File: src/rtl/reader_sequencer.sv
// Picks one char-stream reader per job, arms and pause-gates it, and buffers its
// chars in a small FIFO presented downstream as a valid/ready stream.
module reader_sequencer #(
   parameter int N_READERS = 4,
   parameter int SEL_W     = 2,
   parameter int CHAR_W    = 8,
   parameter int DEPTH     = 4,
   parameter int DROP_NUL  = 0,
   parameter int TIMEOUT   = 1023
) (
   input  logic                          clock,
   input  logic                          resetn,
   input  logic                          start,
   input  logic [SEL_W-1:0]              source_sel,
   input  logic [7:0]                    argument,
   input  logic                          abort,
   output logic [N_READERS-1:0]          reader_enable,
   output logic [7:0]                    reader_argument,
   output logic                          reader_pause,
   input  logic [N_READERS-1:0]          reader_finished,
   input  logic [N_READERS*CHAR_W-1:0]   reader_char,
   output logic [CHAR_W-1:0]             out_char,
   output logic                          out_valid,
   input  logic                          out_ready,
   output logic                          busy,
   output logic                          done,
   output logic                          error
);

   localparam int PTR_W = $clog2(DEPTH);
   localparam int CNT_W = PTR_W + 1;
   localparam int WD_W  = (TIMEOUT < 2) ? 1 : $clog2(TIMEOUT + 1);

   typedef enum logic [2:0] {
      S_IDLE,
      S_ARM,
      S_STREAM,
      S_DRAIN,
      S_DONE
   } state_t;

   state_t                 state_q, state_d;
   logic [SEL_W-1:0]       sel_q, sel_d;
   logic [7:0]             arg_q, arg_d;
   logic                   issued_q, issued_d;
   logic [WD_W-1:0]        wd_q, wd_d;
   logic [PTR_W-1:0]       wr_ptr_q, rd_ptr_q;
   logic [CNT_W-1:0]       cnt_q, cnt_d;
   logic [N_READERS-1:0]   enable_q, enable_d;
   logic                   pause_q, busy_q, done_q, error_q;
   logic                   err_d, flush, wr_en, pop;
   logic                   sel_fin;
   logic [CHAR_W-1:0]      sel_char;
   logic [N_READERS-1:0]   sel_onehot;
   logic [CHAR_W-1:0]      mem [DEPTH];

   // Route the latched reader's finish flag and char; out-of-range selects see zeros.
   always_comb begin
      sel_fin    = 1'b0;
      sel_char   = '0;
      sel_onehot = '0;
      for (int i = 0; i < N_READERS; i++) begin
         if (int'(sel_q) == i) begin
            sel_fin       = reader_finished[i];
            sel_char      = reader_char[i*CHAR_W +: CHAR_W];
            sel_onehot[i] = 1'b1;
         end
      end
   end

   always_comb begin
      state_d = state_q;
      sel_d   = sel_q;
      arg_d   = arg_q;
      err_d   = 1'b0;
      flush   = 1'b0;
      wd_d    = '0;
      wr_en   = issued_q && !sel_fin &&
                (state_q == S_STREAM || state_q == S_DRAIN) &&
                !(DROP_NUL != 0 && sel_char == '0);
      pop     = (cnt_q != '0) && out_ready;

      case (state_q)
         S_IDLE: begin
            if (start) begin
               sel_d = source_sel;
               arg_d = argument;
               if (int'(source_sel) >= N_READERS) begin
                  state_d = S_DONE;
                  err_d   = 1'b1;
               end else begin
                  state_d = S_ARM;
               end
            end
         end
         S_ARM: state_d = S_STREAM;
         S_STREAM: begin
            if (sel_fin) begin
               state_d = S_DRAIN;
            end else if (TIMEOUT != 0 && !wr_en && !pause_q) begin
               // Only unpaused cycles without a capture advance the watchdog.
               wd_d = wd_q + WD_W'(1);
               if (wd_q + WD_W'(1) == WD_W'(TIMEOUT)) begin
                  state_d = S_DONE;
                  err_d   = 1'b1;
                  flush   = 1'b1;
               end
            end
         end
         S_DRAIN: begin
            if (!issued_q && cnt_q == '0) begin
               state_d = S_DONE;
            end
         end
         S_DONE: state_d = S_IDLE;
         default: state_d = S_IDLE;
      endcase

      if (abort) begin
         state_d = S_IDLE;
         sel_d   = sel_q;
         arg_d   = arg_q;
         err_d   = 1'b0;
         flush   = 1'b1;
      end

      if (flush) begin
         wr_en = 1'b0;
         pop   = 1'b0;
         wd_d  = '0;
      end

      issued_d = !flush && (enable_q != '0) && !pause_q && !sel_fin;
      cnt_d    = flush ? '0 : cnt_q + CNT_W'(wr_en) - CNT_W'(pop);
      enable_d = (state_d == S_STREAM) ? sel_onehot : '0;
   end

   // Pause is decided on post-edge occupancy so at most one char is ever in flight.
   always_ff @(posedge clock or negedge resetn) begin
      if (!resetn) begin
         state_q  <= S_IDLE;
         sel_q    <= '0;
         arg_q    <= '0;
         issued_q <= 1'b0;
         wd_q     <= '0;
         wr_ptr_q <= '0;
         rd_ptr_q <= '0;
         cnt_q    <= '0;
         enable_q <= '0;
         pause_q  <= 1'b1;
         busy_q   <= 1'b0;
         done_q   <= 1'b0;
         error_q  <= 1'b0;
      end else begin
         state_q  <= state_d;
         sel_q    <= sel_d;
         arg_q    <= arg_d;
         issued_q <= issued_d;
         wd_q     <= wd_d;
         cnt_q    <= cnt_d;
         enable_q <= enable_d;
         pause_q  <= (cnt_d >= CNT_W'(DEPTH - 1)) || (state_d != S_STREAM);
         busy_q   <= (state_d != S_IDLE);
         done_q   <= (state_d == S_DONE);
         error_q  <= (state_d == S_DONE) && err_d;
         if (flush) begin
            wr_ptr_q <= '0;
            rd_ptr_q <= '0;
         end else begin
            if (wr_en) begin
               wr_ptr_q <= wr_ptr_q + PTR_W'(1);
            end
            if (pop) begin
               rd_ptr_q <= rd_ptr_q + PTR_W'(1);
            end
         end
      end
   end

   always_ff @(posedge clock) begin
      if (wr_en) begin
         mem[wr_ptr_q] <= sel_char;
      end
   end

   assign reader_enable   = enable_q;
   assign reader_argument = arg_q;
   assign reader_pause    = pause_q;
   assign out_valid       = (cnt_q != '0);
   assign out_char        = out_valid ? mem[rd_ptr_q] : '0;
   assign busy            = busy_q;
   assign done            = done_q;
   assign error           = error_q;

endmodule

File: config.mk
export PLATFORM = sky130hd
export DESIGN_NAME = reader_sequencer
export DESIGN_NICKNAME = d
export VERILOG_FILES = /design/src/rtl/reader_sequencer.sv
export SDC_FILE = /design/constraint.sdc
export NUM_CORES = 1
export LEC_CHECK = 0
export ABC_AREA = 1
export CORE_MARGIN = 1
export CORE_UTILIZATION = 40
export CTS_BUF_LIST = sky130_fd_sc_hd__clkbuf_2
export DETAILED_ROUTE_END_ITERATION = 16
export PLACE_DENSITY = 0.66
export SYNTH_ARGS = -nofsm -noshare
export SYNTH_HDL_FRONTEND = slang
export SYNTH_SLANG_ARGS = --single-unit
File: constraint.sdc
create_clock -name clock -period 3.4 [get_ports clock]
set_input_delay 0.68 -clock clock [delete_from_list [all_inputs] [get_ports clock]]
set_output_delay 0.68 -clock clock [all_outputs]
set_load 0.01 [all_outputs]
==> flow_summary_export.csv <==
group,metric,value,unit
outcome,run_status,"finished clean",
global_routing,grt.total_usage,0.183,
critical_path,startpoint_type,"flip-flop",
synthesis,synth_seq_cells,71,
cts,cts-root-buf,"clkbuf_2",
routing,wl_per_cell,13.1,um
placement,hpwlAfterDp,5700,um
cts,clk_latency,0.52,ns
critical_path,path_buf_inv,2,
sta,max_freq,0.320,GHz
routing,viasPerCell,4.80,
global_routing,antenna_found_initial,0,
sta,finalHoldViolCount,0,
sta,maxSlewViolCount,0,
synthesis,yosysTopAreaCell,"edfxtp_1",
sta,fin_crit_sh,0.920,
synthesis,ys_warn_count,0,
synthesis,syn_area,3470,um^2
routing,wl,7630,um
die,die_w,95.1,um
pwr,p_per_area,607,nW/um^2
synthesis,ys_async_sr_fraction,0.549,
sta,skew,0.0319,ns
synthesis,postSynthCellCount,381,
sta,fin_tns_setup,0,ns
pwr,p_leak,1.92,nW
routing,antenna_left,0,
synthesis,synth.most_common_cell,"nor2_1",
synthesis,synth_cell_types,35,
sta,worst_pin_slew,0.853,ns
critical_path,cp_top_family,"buffers and inverters",
global_routing,overflow,0,
cts,ctsLongestPathBuffers,2,
die,core,8300,um^2
synthesis,syn-mean-instance-area,9.10,um^2
sta,finalCriticalPeriod,3.13,ns
cts,clk_transition_reported_paths,0.22,ns
synthesis,ys_seq_area_frac,0.559,
synthesis,synth_top_area_frac,0.277,
sta,holdWs,0.230,ns
critical_path,end_kind,"output port",
critical_path,cpMaxStageDelayCell,"dfrtp_2",
layout,drive_gt1_frac,0.116,
die,initial_core_util,0.418,
pwr,peakVddDrop,0.435,mV
routing,drcViolationCount,0,
critical_path,r2r_cells,22,
synthesis,synthFlopType,"dfrtp_1",
cts,cts_buffers,9,
critical_path,crit_chain,"inv_1 > o21ai_0 > a21oi_1 > clkdlybuf4s50_1",
synthesis,synth_edf_count,32,
sta,setup_viol,0,
cts,postCtsSetupRepairBufs,0,
placement,gp_congestion,0.816,
placement,io_buffers,75,
die,die_y,95.1,um
routing,drt_pre_antenna_iters,4,
placement,dp_cells,565,
routing,drt_iter0_markers,88,
routing,vias,2787,
cts,cts_tree,"built",
layout,finalNonFillerCells,581,
global_routing,grt_pass1_vias,2669,
critical_path,crit_type,"reg -> out",
layout,diodes,0,
layout,area_growth,30.7,%
critical_path,cp.depth,4,
synthesis,syn_nets,441,
sta,slew_headroom,0.431,
critical_path,cp_max_fo,18,
layout,fin_nets,531,
die,ioPinCount,76,
synthesis,synthTopCellsByArea,"edfxtp_1 (28%), dfrtp_1 (27%), nor2_1 (8.3%)",
sta,rsz0062_at_grt,"false",
worst_hold_path,hp-class,"in -> async",
critical_path,cp_slowest_stage_delay,0.58,ns
flow_run,max_cap_viol_count,0,
synthesis,synthTopCellsByCount,"nor2_1 (77), nand2_1 (71), inv_1 (43)",
die,rows,33,
cts,clock_sinks,71,
die,dieArea,9040,um^2
critical_path,cp_data_arrival_time,2.45,ns
global_routing,grt_max_degree,40,
global_routing,grt_pass1_wl,12200,um
critical_path,required,2.72,ns
cts,cts_max_level,3,
[per-stage QoR]
stage	utilization	power, mW	cell area (um^2)	worst slack, ns
2_1_floorplan	-	1.77	3470	0.540
3_3_place_gp	0.530	2.26	4400	0.0944
3_5_place_dp	0.530	2.28	4400	0.0444
4_1_cts	0.545	2.78	4520	0.0896
5_1_grt	0.546	2.93	4530	0.0384
6_report	0.546	2.75	4530	0.272
[where the power goes]
group | leakage, nW | total (mW) | internal [mW] | switching, mW
clock | 0.0691 | 0.494 | 0.177 | 0.317
combinational | 1.05 | 1.05 | 0.483 | 0.567
sequential | 0.797 | 1.20 | 1.09 | 0.116
total | 1.92 | 2.75 | 1.75 | 1.00
[what timing repair did]
item	CTS	global route
endpoints found under the hold margin	0	0
hold buffers	0	0
endpoints found under the setup margin	0	9
resized for setup	0	5
[path summary, 6_finish.rpt]
check                      slack (ns)                    start                             end
setup reg to reg                 0.32        wd_q[0]$_DFF_PN0_          reader_pause$_DFF_PN1_
setup / recovery                 0.27  rd_ptr_q[0]$_DFFE_PN0P_                     out_char[7]
hold reg to reg                  0.51        wd_q[0]$_DFF_PN0_               wd_q[0]$_DFF_PN0_
min in group clock               0.51        wd_q[0]$_DFF_PN0_               wd_q[0]$_DFF_PN0_
hold / removal                   0.23                   resetn  reader_argument[0]$_DFFE_PN0P_
max in group asynchronous        2.58                   resetn            sel_q[0]$_DFFE_PN0P_
[cell type report]
class	instances	area [um^2]
fill	730	3770
sequential	71	1940
multi-input combinational	256	1330
timing repair buffer	85	821
inverter	48	184
tap	105	131
clock inverter	7	80.1
clock buffer	9	45.0
[flip-flops by register name, indices dropped and copies added, names as in the netlist, 3 cells and up]
| register | cells |
|---|---|
| wd_q | 10 |
| reader_enable | 4 |
| cnt_q | 3 |
| state_q | 3 |
| reader_argument | 8 |
| mem | 32 |
[per-layer routing]
metal / GRT usage / vias to the layer above / wire, um
met1: 0.239 / 1287 / 3500
li1: - / 1424 / -
met3: 0.0431 / 11 / 399
met5: 0 / - / 0
met4: 0.0833 / 0 / 132
met2: 0.288 / 65 / 3590
[cells by family (layout without fill, tap and decap cells)]
family                     after synthesis  count (layout)  share of synthesized area
xor gates and xnor gates                 2               2                    0.00506
buffers and inverters                   54             149                     0.0585
adders and majority gates                9               9                     0.0347
and+or+nand+nor                        195             195                      0.251
AOI/OAI and AO/OA                       42              42                     0.0661
muxes                                    8               8                     0.0260
DFF                                     71              71                      0.559
[cells in the final DEF (no fill, tap or decap), types with 2 or more instances in the layout]
cell / synthesis / final
nor3_1: 2 / 2
inv_6: 0 / 2
inv_2: 3 / 3
mux2_2: 8 / 8
a221oi_1: 3 / 3
o21ai_1: 2 / 2
nor2_1: 77 / 76
clkbuf_2: 0 / 9
clkinvlp_4: 0 / 3
ha_1: 8 / 8
o21ai_0: 19 / 19
edfxtp_1: 32 / 32
nor2_4: 2 / 2
o21bai_1: 2 / 2
nand4_1: 8 / 8
nor4_1: 2 / 2
clkdlybuf4s50_1: 0 / 74
nand3b_1: 3 / 3
nor2_2: 1 / 2
nand2_1: 71 / 71
dfrtp_2: 0 / 3
nand3_1: 20 / 20
a21oi_1: 15 / 15
buf_4: 0 / 10
clkinv_4: 0 / 2
nand2_2: 3 / 3
dfrtp_1: 38 / 35
inv_1: 43 / 43
Power figures use the tool's default switching activity.
